`config.mk`:
```
export PLATFORM = sky130hd
export DESIGN_NAME = generate_ray_array_flat
export DESIGN_NICKNAME = d
export VERILOG_FILES = /design/src/rtl/ray_pkg.sv /design/src/rtl/generate_ray_array_if.sv /design/src/rtl/pixel_scan_counter.sv /design/src/rtl/generate_ray_array.sv /design/src/flat_wrapper.sv
export SDC_FILE = /design/constraint.sdc
export NUM_CORES = 1
export LEC_CHECK = 0
export CORE_ASPECT_RATIO = 0.5
export CORE_MARGIN = 5
export CORE_UTILIZATION = 30
export DETAILED_ROUTE_END_ITERATION = 10
export PLACE_DENSITY = 0.6
export SLEW_MARGIN = 20
export SYNTH_ARGS = -nofsm -noshare
export SYNTH_HDL_FRONTEND = slang
export SYNTH_SLANG_ARGS = --single-unit
```
`constraint.sdc`:
```
create_clock -name clk -period 6.5 [get_ports clk]
set_clock_uncertainty 0.2 [all_clocks]
set_input_delay 0.65 -clock clk [delete_from_list [all_inputs] [get_ports clk]]
set_output_delay 0.65 -clock clk [all_outputs]
set_load 0.05 [all_outputs]
```
`src/rtl/ray_pkg.sv`:
```
// Shared types and constants for the primary-ray generator.
// Directions and origins are signed Q16.16; sub-pixel offsets are in quarter pixels.
package ray_pkg;

  localparam int FRAC_W = 16;
  localparam logic signed [31:0] ONE = 32'sd65536;

  typedef struct packed {
    logic signed [31:0] x;
    logic signed [31:0] y;
    logic signed [31:0] z;
  } vec3_t;

  typedef struct packed {
    vec3_t origin;
    vec3_t dir;
  } ray_t;

  // Offset tables, two bits per sample, sample 0 in the least significant bits.
  localparam logic [7:0] OX_SPP1 = {2'd0, 2'd0, 2'd0, 2'd2};
  localparam logic [7:0] OY_SPP1 = {2'd0, 2'd0, 2'd0, 2'd2};
  localparam logic [7:0] OX_SPP2 = {2'd0, 2'd0, 2'd3, 2'd1};
  localparam logic [7:0] OY_SPP2 = {2'd0, 2'd0, 2'd3, 2'd1};
  localparam logic [7:0] OX_SPP4 = {2'd3, 2'd1, 2'd3, 2'd1};
  localparam logic [7:0] OY_SPP4 = {2'd3, 2'd3, 2'd1, 2'd1};

  // Returns {ox, oy} for a sample index at the given sample count.
  function automatic logic [3:0] sub_offset(input int spp, input logic [1:0] s);
    logic [7:0] tx;
    logic [7:0] ty;
    case (spp)
      4:       begin tx = OX_SPP4; ty = OY_SPP4; end
      2:       begin tx = OX_SPP2; ty = OY_SPP2; end
      default: begin tx = OX_SPP1; ty = OY_SPP1; end
    endcase
    return {tx[{s, 1'b0} +: 2], ty[{s, 1'b0} +: 2]};
  endfunction

endpackage

```
`src/rtl/generate_ray_array_if.sv`:
```
// Ray output stream: valid/ready handshake carrying the ray and its scan tags.
interface generate_ray_array_if;
  import ray_pkg::*;

  logic       ray_valid;
  logic       ray_ready;
  ray_t       ray_out;
  logic [9:0] ray_px;
  logic [9:0] ray_py;
  logic [1:0] ray_sample;
  logic       ray_last;

  modport master (
    output ray_valid, ray_out, ray_px, ray_py, ray_sample, ray_last,
    input  ray_ready
  );

  modport slave (
    input  ray_valid, ray_out, ray_px, ray_py, ray_sample, ray_last,
    output ray_ready
  );

endinterface

```
`src/rtl/pixel_scan_counter.sv`:
```
// Nested sample / x / y scan counters; advances one tuple per enabled cycle and wraps to zero.
// last flags the final tuple of the frame combinationally.
module pixel_scan_counter #(
  parameter int PIXEL_W = 800,
  parameter int PIXEL_H = 600,
  parameter int SPP     = 1
) (
  input  logic       clk,
  input  logic       rst,
  input  logic       clear,
  input  logic       en,
  output logic [9:0] px,
  output logic [9:0] py,
  output logic [1:0] sample,
  output logic       last
);

  localparam logic [9:0] X_MAX = 10'(PIXEL_W - 1);
  localparam logic [9:0] Y_MAX = 10'(PIXEL_H - 1);
  localparam logic [1:0] S_MAX = 2'(SPP - 1);

  logic s_wrap;
  logic x_wrap;
  logic y_wrap;

  assign s_wrap = (sample == S_MAX);
  assign x_wrap = (px == X_MAX);
  assign y_wrap = (py == Y_MAX);
  assign last   = s_wrap && x_wrap && y_wrap;

  always_ff @(posedge clk or posedge rst) begin
    if (rst) begin
      px     <= '0;
      py     <= '0;
      sample <= '0;
    end else if (clear) begin
      px     <= '0;
      py     <= '0;
      sample <= '0;
    end else if (en) begin
      if (!s_wrap) begin
        sample <= sample + 2'd1;
      end else begin
        sample <= '0;
        if (!x_wrap) begin
          px <= px + 10'd1;
        end else begin
          px <= '0;
          py <= y_wrap ? 10'd0 : py + 10'd1;
        end
      end
    end
  end

endmodule

```
`src/rtl/generate_ray_array.sv`:
```
// Pinhole-camera primary-ray generator: scan -> offset/subtract -> multiply/output, one ray per cycle.
// The whole pipeline and scan counters stall while an output ray waits for ray_ready.
module generate_ray_array
  import ray_pkg::*;
#(
  parameter int PIXEL_W  = 800,
  parameter int PIXEL_H  = 600,
  parameter int SPP      = 1,
  parameter int PIX_STEP = 55
) (
  input  logic                        clk,
  input  logic                        rst,
  input  logic                        start,
  input  vec3_t                       cam_origin,
  output logic                        busy,
  output logic                        frame_done,
  generate_ray_array_if.master        ray
);

  localparam logic [1:0] IDLE  = 2'd0;
  localparam logic [1:0] RUN   = 2'd1;
  localparam logic [1:0] DRAIN = 2'd2;

  localparam logic signed [12:0] HALF_W = 13'(2 * PIXEL_W);
  localparam logic signed [12:0] HALF_H = 13'(2 * PIXEL_H);
  localparam logic signed [31:0] STEP   = 32'(PIX_STEP);

  logic [1:0] state;
  logic       pipe_en;
  logic       start_acc;
  logic       issue;

  logic [9:0] sc_px;
  logic [9:0] sc_py;
  logic [1:0] sc_s;
  logic       sc_last;

  assign pipe_en    = ray.ray_ready || !ray.ray_valid;
  assign start_acc  = start && (state == IDLE);
  assign issue      = (state == RUN) && pipe_en;
  assign busy       = (state != IDLE);
  assign frame_done = ray.ray_valid && ray.ray_ready && ray.ray_last;

  pixel_scan_counter #(
    .PIXEL_W (PIXEL_W),
    .PIXEL_H (PIXEL_H),
    .SPP     (SPP)
  ) u_scan (
    .clk    (clk),
    .rst    (rst),
    .clear  (start_acc),
    .en     (issue),
    .px     (sc_px),
    .py     (sc_py),
    .sample (sc_s),
    .last   (sc_last)
  );

  always_ff @(posedge clk or posedge rst) begin
    if (rst) begin
      state <= IDLE;
    end else begin
      case (state)
        IDLE:    if (start) state <= RUN;
        RUN:     if (issue && sc_last) state <= DRAIN;
        DRAIN:   if (frame_done) state <= IDLE;
        default: state <= IDLE;
      endcase
    end
  end

  // Stage 1: quarter-pixel position is {px, ox}, centred by subtracting half the image.
  logic [1:0]        ox;
  logic [1:0]        oy;
  logic signed [12:0] sx;
  logic signed [12:0] sy;
  logic signed [12:0] dx_n;
  logic signed [12:0] dy_n;

  assign {ox, oy} = sub_offset(SPP, sc_s);
  assign sx       = $signed({1'b0, sc_px, ox});
  assign sy       = $signed({1'b0, sc_py, oy});
  assign dx_n     = sx - HALF_W;
  assign dy_n     = HALF_H - sy;

  logic              v1;
  logic [9:0]        px1;
  logic [9:0]        py1;
  logic [1:0]        s1;
  logic              last1;
  logic signed [12:0] dx1;
  logic signed [12:0] dy1;

  always_ff @(posedge clk or posedge rst) begin
    if (rst) begin
      v1    <= 1'b0;
      px1   <= '0;
      py1   <= '0;
      s1    <= '0;
      last1 <= 1'b0;
      dx1   <= '0;
      dy1   <= '0;
    end else if (pipe_en) begin
      v1    <= (state == RUN);
      px1   <= sc_px;
      py1   <= sc_py;
      s1    <= sc_s;
      last1 <= sc_last;
      dx1   <= dx_n;
      dy1   <= dy_n;
    end
  end

  // Stage 2: scale by the quarter-pixel pitch; the product keeps its low 32 bits.
  logic signed [31:0] dx_ext;
  logic signed [31:0] dy_ext;
  logic signed [31:0] mul_x;
  logic signed [31:0] mul_y;

  assign dx_ext = {{19{dx1[12]}}, dx1};
  assign dy_ext = {{19{dy1[12]}}, dy1};
  assign mul_x  = dx_ext * STEP;
  assign mul_y  = dy_ext * STEP;

  always_ff @(posedge clk or posedge rst) begin
    if (rst) begin
      ray.ray_valid  <= 1'b0;
      ray.ray_out    <= '0;
      ray.ray_px     <= '0;
      ray.ray_py     <= '0;
      ray.ray_sample <= '0;
      ray.ray_last   <= 1'b0;
    end else begin
      // Origin only changes in IDLE, when the pipeline is already empty.
      if (start_acc) ray.ray_out.origin <= cam_origin;
      if (pipe_en) begin
        ray.ray_valid     <= v1;
        ray.ray_out.dir.x <= mul_x;
        ray.ray_out.dir.y <= mul_y;
        ray.ray_out.dir.z <= -ONE;
        ray.ray_px        <= px1;
        ray.ray_py        <= py1;
        ray.ray_sample    <= s1;
        ray.ray_last      <= v1 && last1;
      end
    end
  end

endmodule

```
`src/flat_wrapper.sv`:
```
// flat-port wrapper written by rule: the top's interface ports become plain ports
module generate_ray_array_flat import ray_pkg::*;
#(
  parameter int PIXEL_W  = 800,
  parameter int PIXEL_H  = 600,
  parameter int SPP      = 1,
  parameter int PIX_STEP = 55
)
  (clk, rst, start, cam_origin, busy, frame_done, ray_ray_valid, ray_ray_out, ray_ray_px, ray_ray_py, ray_ray_sample, ray_ray_last, ray_ray_ready);
  generate_ray_array_if ray_i ();
  input  logic clk;
  input  logic rst;
  input  logic start;
  input  vec3_t cam_origin;
  output logic busy;
  output logic frame_done;
  output wire logic [$bits(ray_i.ray_valid)-1:0] ray_ray_valid;
  output wire logic [$bits(ray_i.ray_out)-1:0] ray_ray_out;
  output wire logic [$bits(ray_i.ray_px)-1:0] ray_ray_px;
  output wire logic [$bits(ray_i.ray_py)-1:0] ray_ray_py;
  output wire logic [$bits(ray_i.ray_sample)-1:0] ray_ray_sample;
  output wire logic [$bits(ray_i.ray_last)-1:0] ray_ray_last;
  input wire logic [$bits(ray_i.ray_ready)-1:0] ray_ray_ready;
  assign ray_ray_valid = ray_i.ray_valid;
  assign ray_ray_out = ray_i.ray_out;
  assign ray_ray_px = ray_i.ray_px;
  assign ray_ray_py = ray_i.ray_py;
  assign ray_ray_sample = ray_i.ray_sample;
  assign ray_ray_last = ray_i.ray_last;
  assign ray_i.ray_ready = ray_ray_ready;
  generate_ray_array #(.PIXEL_W(PIXEL_W), .PIXEL_H(PIXEL_H), .SPP(SPP), .PIX_STEP(PIX_STEP)) u_core (.clk(clk), .rst(rst), .start(start), .cam_origin(cam_origin), .busy(busy), .frame_done(frame_done), .ray(ray_i));
endmodule
```
==> results_dict.tcl, run 1 <==
set metrics [dict create \
    gp_congestion 0.849 \
    final_hold_viol_count 0 \
    fillers 4366 \
    synth-async-reset-ratio_pct 100 \
    cts.clk_slew.worst_paths_ps 60 \
    synth_warnings 0 \
    path_max_fanout 10 \
    setup_viol 0 \
    clockBufferDepth 3 \
    core-area_sq_mm 0.0438 \
    die_area_sq_mm 0.0492 \
    grt_pass1_wl_mm 56.5 \
    vias 10317 \
    ys_seq_area_share_pct 42.0 \
    drv_cap 0 \
    post_cts_buffers 0 \
    synth_ff_type "dfrtp_1" \
    hp-class "register to register" \
    cts_tree "built" \
    crit_type "register to register" \
    worst_pin_slew_ps 1080 \
    cts_buffers 25 \
    final.setup.tns_ps 0 \
    worst_r2r_path_depth 11 \
    cp_slowest_stage_delay_ps 670 \
    slowest_stage "dfrtp_1" \
    grt_max_degree 173 \
    rr_endpoint "u_core.ray.ray_out[80]" \
    portBuffers 299 \
    place_hpwl_mm 25.4 \
    crit_top_cell "fa_1" \
    antenna_found_initial 0 \
    fin_crit_sh_pct 67.3 \
    totalWireLength_mm 34.5 \
    r2r-start "u_core.dx1[12]" \
    drt-initial-drc-count 475 \
    worst_setup_path_startpoint "u_core.dx1[12]" \
    synth_edf_count 0 \
    postRouteAntennaNets 0 \
    h-tree-depth 1 \
    netlist_area_sq_mm 0.0134 \
    final_layout_size_suffix_gt1_share_pct 3.83 \
    io_pins 318 \
    cp_num_buf_inv 0 \
    rsz0062_at_grt "no" \
    grt_overflow 0 \
    routedWlPerCell_um 14.8 \
    root_buffer "clkbuf_16" \
    ys_ff_latch 225 \
    syn2layout_area_growth_pct 29.9 \
    endpoint "u_core.ray.ray_out[80]" \
    post_cts_resized 0 \
    viasPerCell 4.42 \
    hold_buffers 0 \
    cts.sinks 225 \
    drt-pass1-iter-count 5 \
    max_slew_margin_pct 28.3 \
    grt_pass1_vias 10418 \
    start_kind "register" \
    critical_path_depth 11 \
    synth_cell_types 74 \
    drv_slew 0 \
    drcViolationCount 0 \
    crit_family "adder cells" \
    die_x_um 309 \
    num_rows 54 \
    grt_usage_pct 13.8 \
    start_util_pct 30.6 \
    clock_latency_ps 530 \
    min_period_ps 4370 \
    arrival_ps 4590 \
    synthCells 1502 \
    r2r_setup_slack_ps 2130 \
    fin_nets 1978 \
    status "complete, no violations" \
    crit_path_end_kind "register" \
    worstPathCellList "ha_1 > fa_1 > fa_1 > fa_1 > ha_1 > a21oi_1 > nor2_1 > a211o_1 > nor4_1 > a21oi_1 > o221a_1" \
    syn_avg_cell_area_sq_um 8.92 \
    die_h_um 159 \
    critPathRequiredTime_ps 6720 \
    max_clock_freq_mhz 229 \
    num_antenna_cells 0 \
]
## worst min path at each step
| stage | startpoint | slack (ps) | cells past startpoint | endpoint |
|---|---|---|---|---|
| 2_1_floorplan | u_core.px1[6] | 240 | 2 | u_core.px1[6] |
| 3_3_place_gp | u_core.py1[2] | 250 | 2 | u_core.py1[2] |
| 3_5_place_dp | u_core.ray.ray_py[2] | 260 | 2 | u_core.ray.ray_py[2] |
| 4_1_cts | u_core.ray.ray_py[2] | 270 | 2 | u_core.ray.ray_py[2] |
| 5_1_grt | u_core.ray.ray_py[2] | 290 | 2 | u_core.ray.ray_py[2] |
| 6_report | u_core.px1[9] | 260 | 2 | u_core.px1[9] |
## through the flow
stage / instance area (sq um) / std cells / hold slack, ps / setup WS [ps] / util, %
3_5_place_dp: 16600 / 2294 / 256 / 2130 / 37.8
4_1_cts: 17400 / 2336 / 270 / 2120 / 39.7
2_1_floorplan: 13500 / 1519 / 239 / 2350 / -
6_report: 17400 / 2336 / 264 / 2130 / 39.7
3_3_place_gp: 16600 / 2294 / 252 / 2190 / 37.8
5_1_grt: 17400 / 2336 / 290 / 1820 / 39.7
## cell usage after synthesis (3+ instances only)
cell	n	area, sq um
nand2b_1	11	68.8
inv_1	113	424
a21o_1	10	75.1
nor2b_1	4	25.0
fa_1	57	1140
a211oi_1	4	30.0
nand2_1	507	1900
o31ai_1	7	52.6
clkbuf_1	34	128
nor2_1	53	199
and3_1	10	62.6
a31oi_1	7	43.8
buf_4	58	435
buf_2	17	85.1
nand3_1	14	70.1
o21a_1	3	22.5
nand4_1	8	50.1
xor2_1	23	201
ha_1	88	1100
o21ai_1	15	75.1
o211ai_1	3	22.5
buf_1	7	26.3
nor3_1	10	50.1
and2_1	5	31.3
a22o_1	3	26.3
o21ai_0	67	335
a21oi_1	47	235
dfrtp_1	225	5630
xnor2_1	31	272
mux2i_1	4	40.0
or2_2	5	31.3
## cell usage in the layout (no fill, tap or decap), types with 14 or more instances in the layout
master / Yosys / routed
a21oi_1: 47 / 47
clkbuf_16: 0 / 25
clkdlybuf4s50_1: 0 / 299
conb_1: 1 / 18
dfrtp_1: 225 / 225
fa_1: 57 / 57
ha_1: 88 / 88
inv_1: 113 / 112
nand2_1: 507 / 507
nand3_1: 14 / 14
nor2_1: 53 / 52
o21ai_0: 67 / 67
o21ai_1: 15 / 15
xnor2_1: 31 / 31
xor2_1: 23 / 23
## worst min-delay path: cells and delay by family (launching register included)
kind / cells / cell delay, ps
simple gates: 2 / 100
flops: 1 / 340
## flip-flops by register name, indices dropped and copies added, names as in the netlist
register,flops
u_core.ray.ray_sample,2
u_core.ray.ray_last,1
u_core.ray.ray_px,10
u_core.u_scan.px,10
u_core.px1,6
u_core.dy1,11
u_core.ray.ray_out,134
u_core.u_scan.sample,2
u_core.dx1,12
u_core.state,2
u_core.v1,1
u_core.ray.ray_py,10
u_core.ray.ray_valid,1
u_core.u_scan.py,10
u_core.py1,10
u_core.last1,1
u_core.s1,2
## cells by family after synthesis
kind of cell | share of synthesized area (%)
buffers and inverters | 8.47
adder cells (fa/ha/maj) | 16.7
flip-flops | 42.0
AO/OA/AOI/OAI | 9.01
XOR/XNOR | 3.53
multiplexers | 0.383
other | 0.0280
AND/OR/NAND/NOR | 19.8
## metal layers
layer | vias to the layer above | global-route usage (%) | wire [um]
li1 | 5187 | - | -
met3 | 44 | 3.03 | 1620
met2 | 177 | 24.9 | 17600
met4 | 0 | 2.86 | 713
met5 | - | 0 | 0
met1 | 4909 | 17.0 | 14600
## final cells by class
type	count	area (sq um)	share of cell area [%]
Clock inverter	6	116	0.669
Multi-Input combinational cell	1062	6720	38.6
Tap cell	588	736	4.23
Clock buffer	36	707	4.06
Inverter	113	428	2.46
Timing Repair Buffer	306	3060	17.6
Sequential cell	225	5630	32.4
Power of run 1 is not shown: default switching activity piles up to over one toggle a cycle in this logic, so the estimate is an artifact.
==> run 2: changes to the inputs <==
PLACE_DENSITY = 0.58   (was 0.6)
clock period = 4.4 ns   (was 6.5 ns; I/O delays follow)
==> results_dict.tcl, run 2 (same netlist as run 1, synthesis figures left out) <==
set metrics [dict create \
    fin_crit_sh_pct 95.7 \
    routedWlPerCell_um 14.8 \
    critPathRequiredTime_ps 4620 \
    clockBufferDepth 3 \
    cts.sinks 225 \
    viasPerCell 4.40 \
    cts.clk_slew.worst_paths_ps 60 \
    num_antenna_cells 0 \
    syn2layout_area_growth_pct 31.5 \
    final_layout_size_suffix_gt1_share_pct 5.98 \
    start_util_pct 30.6 \
    worst_r2r_path_depth 13 \
    max_slew_margin_pct 45.0 \
    worstPathCellList "ha_1 > xor2_1 > ha_1 > or2_2 > fa_1 > fa_1 > ha_2 > or3_1 > nand3_2 > o21ai_2 > a21oi_4 > nand4b_1 > a32o_1" \
    drv_slew 0 \
    r2r-start "u_core.dx1[2]" \
    grt_overflow 0 \
    clock_latency_ps 540 \
    final_cell_mix "507 x nand2_1, 299 x clkdlybuf4s50_1, 223 x dfrtp_1, 112 x inv_1, 85 x ha_1" \
    slowest_stage "fa_1" \
    drt-initial-drc-count 565 \
    rr_endpoint "u_core.ray.ray_out[81]" \
    root_buffer "clkbuf_16" \
    largest_reg_flops 134 \
    cts_buffers 24 \
    final_common_cell "nand2_1" \
    holdWs_ps 203 \
    totalWireLength_mm 34.9 \
    fin_nets 1999 \
    status "complete, no violations" \
    placedInstanceArea_sq_mm 0.0167 \
    drcViolationCount 0 \
    grt_max_degree 131 \
    die_x_um 309 \
    final_hold_viol_count 0 \
    crit_path_end_kind "register" \
    fillers 4336 \
    hp-class "input port to async pin" \
    r2r_setup_slack_ps 190 \
    postRouteAntennaNets 0 \
    die_h_um 159 \
    setup_viol 0 \
    crit_type "register to register" \
    top_register "u_core.ray.ray_out" \
    max_clock_freq_mhz 238 \
    cts_tree "built" \
    vias 10379 \
    cp_slowest_stage_delay_ps 530 \
    place_hpwl_mm 26.1 \
    gp_congestion 0.827 \
    h-tree-depth 1 \
    core-area_sq_mm 0.0438 \
    min_period_ps 4210 \
    grt_pass1_vias 10469 \
    worst_pin_slew_ps 825 \
    largest_registers "u_core.ray.ray_out (134), u_core.dx1 (12), u_core.dy1 (11)" \
    portBuffers 299 \
    drt-pass1-iter-count 4 \
    start_kind "register" \
    io_pins 318 \
    drv_cap 0 \
    grt_pass1_wl_mm 57.1 \
    arrival_ps 4430 \
    num_rows 54 \
    hold_buffers 0 \
    antenna_found_initial 0 \
    finalInstanceArea_sq_mm 0.0176 \
    path_max_fanout 6 \
    die_area_sq_mm 0.0492 \
    grt_usage_pct 14.0 \
]
run 2: what timing repair did:
item | 4_1_cts | 5_1_grt
setup buffers | 0 | 2
resized for setup | 0 | 19
setup endpoints to repair | 0 | 15
run 2: layer usage:
metal  part of all wire, %  global-route usage, %
met2                    50                   24.9
met1                    43                   17.4
met3                   5.0                   3.38
met4                   1.7                   2.59
met5                     0                      0
run 2: worst max-delay path by stage:
stage	cells past startpoint	from	to	slack, ps
floorplan	12	u_core.dx1[12]	u_core.ray.ray_out[80]	250
global placement	15	u_core.dx1[4]	u_core.ray.ray_out[81]	120
detailed placement	15	u_core.dx1[4]	u_core.ray.ray_out[81]	70
CTS	15	u_core.dx1[4]	u_core.ray.ray_out[81]	40
global route	14	u_core.dx1[1]	u_core.ray.ray_out[49]	-20
finish	13	u_core.dx1[2]	u_core.ray.ray_out[81]	190
run 2: final cells by class:
class	instances	area, sq um	share of cell area, %
clock buffer	36	706	4.01
clock inverter	8	85.1	0.483
inverter	113	428	2.43
multi-input combinational	1062	6810	38.6
sequential	225	5630	32.0
tap	588	736	4.18
timing repair buffer	328	3230	18.3
run 2: metrics by stage:
| step | TNS (ps) | util, % | worst slack [ps] | instances |
|---|---|---|---|---|
| after detailed placement | 0 | 38.1 | 67.7 | 2314 |
| final | 0 | 40.2 | 191 | 2360 |
| after global placement | 0 | 38.1 | 118 | 2314 |
| after floorplan | 0 | - | 254 | 1519 |
| after global routing | -15.8 | 40.2 | -15.8 | 2360 |
| after CTS | 0 | 39.9 | 41.8 | 2358 |
run 2: critical path, delay by kind of cell, from the launching register on:
kind / cells / cell delay (ps)
AO/OA/AOI/OAI: 3 / 500
flip-flops: 1 / 430
AND/OR/NAND/NOR: 4 / 940
XOR/XNOR: 1 / 190
adder cells (fa/ha/maj): 5 / 1850
Power of run 2 is left out for the same reason.
==> run 3: changes to the inputs <==
SLEW_MARGIN = unset   (was 20)
==> results_dict.tcl, run 3 (same netlist as run 1, synthesis figures left out) <==
set metrics [dict create \
    status "complete, no violations" \
    grt_pass1_vias 10469 \
    vias 10378 \
    die_x_um 309 \
    final_cell_mix "507 x nand2_1, 299 x clkdlybuf4s50_1, 223 x dfrtp_1, 112 x inv_1, 85 x ha_1" \
    cts.sinks 225 \
    cts.clk_slew.worst_paths_ps 60 \
    drv_slew 0 \
    grt_pass1_wl_mm 57.1 \
    final_hold_viol_count 0 \
    largest_registers "u_core.ray.ray_out (134), u_core.dx1 (12), u_core.dy1 (11)" \
    arrival_ps 4430 \
    root_buffer "clkbuf_16" \
    clockBufferDepth 3 \
    final_common_cell "nand2_1" \
    max_slew_margin_pct 24.1 \
    totalWireLength_mm 34.9 \
    worst_setup_path_startpoint "u_core.dx1[2]" \
    start_kind "register" \
    place_hpwl_mm 26.1 \
    crit_type "register to register" \
    worst_r2r_path_depth 13 \
    fin_nets 1999 \
    holdWs_ps 203 \
    critPathRequiredTime_ps 4620 \
    grt_max_degree 131 \
    largest_reg_flops 134 \
    setup_viol 0 \
    final_util_pct 40.2 \
    crit_path_end_kind "register" \
    viasPerCell 4.40 \
    hold_buffers 0 \
    drv_cap 0 \
    place_ws_ps 67.7 \
    cts_tree "built" \
    syn2layout_area_growth_pct 31.5 \
    top_register "u_core.ray.ray_out" \
    gp_congestion 0.827 \
    r2r_setup_slack_ps 190 \
    antenna_found_initial 0 \
    min_period_ps 4210 \
    die_area_sq_mm 0.0492 \
    grt_overflow 0 \
    num_antenna_cells 0 \
    clock_latency_ps 540 \
    start_util_pct 30.6 \
    rr_endpoint "u_core.ray.ray_out[81]" \
    drcViolationCount 0 \
    cts_buffers 24 \
    final.setup.tns_ps 0 \
    final_layout_size_suffix_gt1_share_pct 5.98 \
    drt-initial-drc-count 565 \
    endpoint "u_core.ray.ray_out[81]" \
    fin_crit_sh_pct 95.7 \
    core-area_sq_mm 0.0438 \
    die_h_um 159 \
    h-tree-depth 1 \
    portBuffers 299 \
    drt-pass1-iter-count 4 \
    setup_slack_ps 191 \
    path_max_fanout 6 \
    io_pins 318 \
    worst_pin_slew_ps 1140 \
    r2r-start "u_core.dx1[2]" \
    num_rows 54 \
    hp-class "input port to async pin" \
    routedWlPerCell_um 14.8 \
    grt_usage_pct 14.0 \
    postRouteAntennaNets 0 \
    max_clock_freq_mhz 238 \
]
## run 3: what timing repair did
item,in CTS,in global routing
resized for setup,0,19
endpoints found under the hold margin,0,0
setup endpoints to repair,0,15
setup buffers,0,2
## run 3: worst max-delay path, cell delays in order (launching register included)
cell      delay (ps)
dfrtp_1          430
ha_1             330
xor2_1           190
ha_1             190
or2_2            310
fa_1             490
fa_1             530
ha_2             310
or3_1            400
nand3_2          110
o21ai_2           70
a21oi_4          190
nand4b_1         120
a32o_1           240
## run 3: metal layers
layer / global-route usage (%) / routed length (um)
met5: 0 / 0
met1: 17.4 / 14900
met3: 3.38 / 1750
met2: 24.9 / 17600
met4: 2.59 / 600
## run 3: worst min path at each step
stage                                    start                      end  slack (ps)  cells past startpoint
after CTS                       cam_origin[10]  u_core.ray.ray_out[106]         180                      3
after global routing            cam_origin[60]  u_core.ray.ray_out[156]         190                      3
final                                      rst     u_core.ray.ray_px[1]         200                      3
after floorplan                  u_core.px1[6]            u_core.px1[6]         240                      2
after detailed placement  u_core.ray.ray_px[9]     u_core.ray.ray_px[9]         260                      2
after global placement    u_core.ray.ray_px[1]     u_core.ray.ray_px[1]         250                      2
## run 3: final cells by class
class	count	area (sq um)
fillers	4337	26200
clock inverters	8	85.1
well taps	588	736
repair buffers	328	3220
clock buffers	36	706
multi-input cells	1062	6810
flip-flops and latches	225	5630
inverters	113	428
## run 3: stage by stage
stage / cell area (sq um) / instances
2_1_floorplan: 13500 / 1519
3_3_place_gp: 16700 / 2314
3_5_place_dp: 16700 / 2314
5_1_grt: 17600 / 2360
6_report: 17600 / 2360
4_1_cts: 17500 / 2358
Power of run 3 is left out for the same reason.
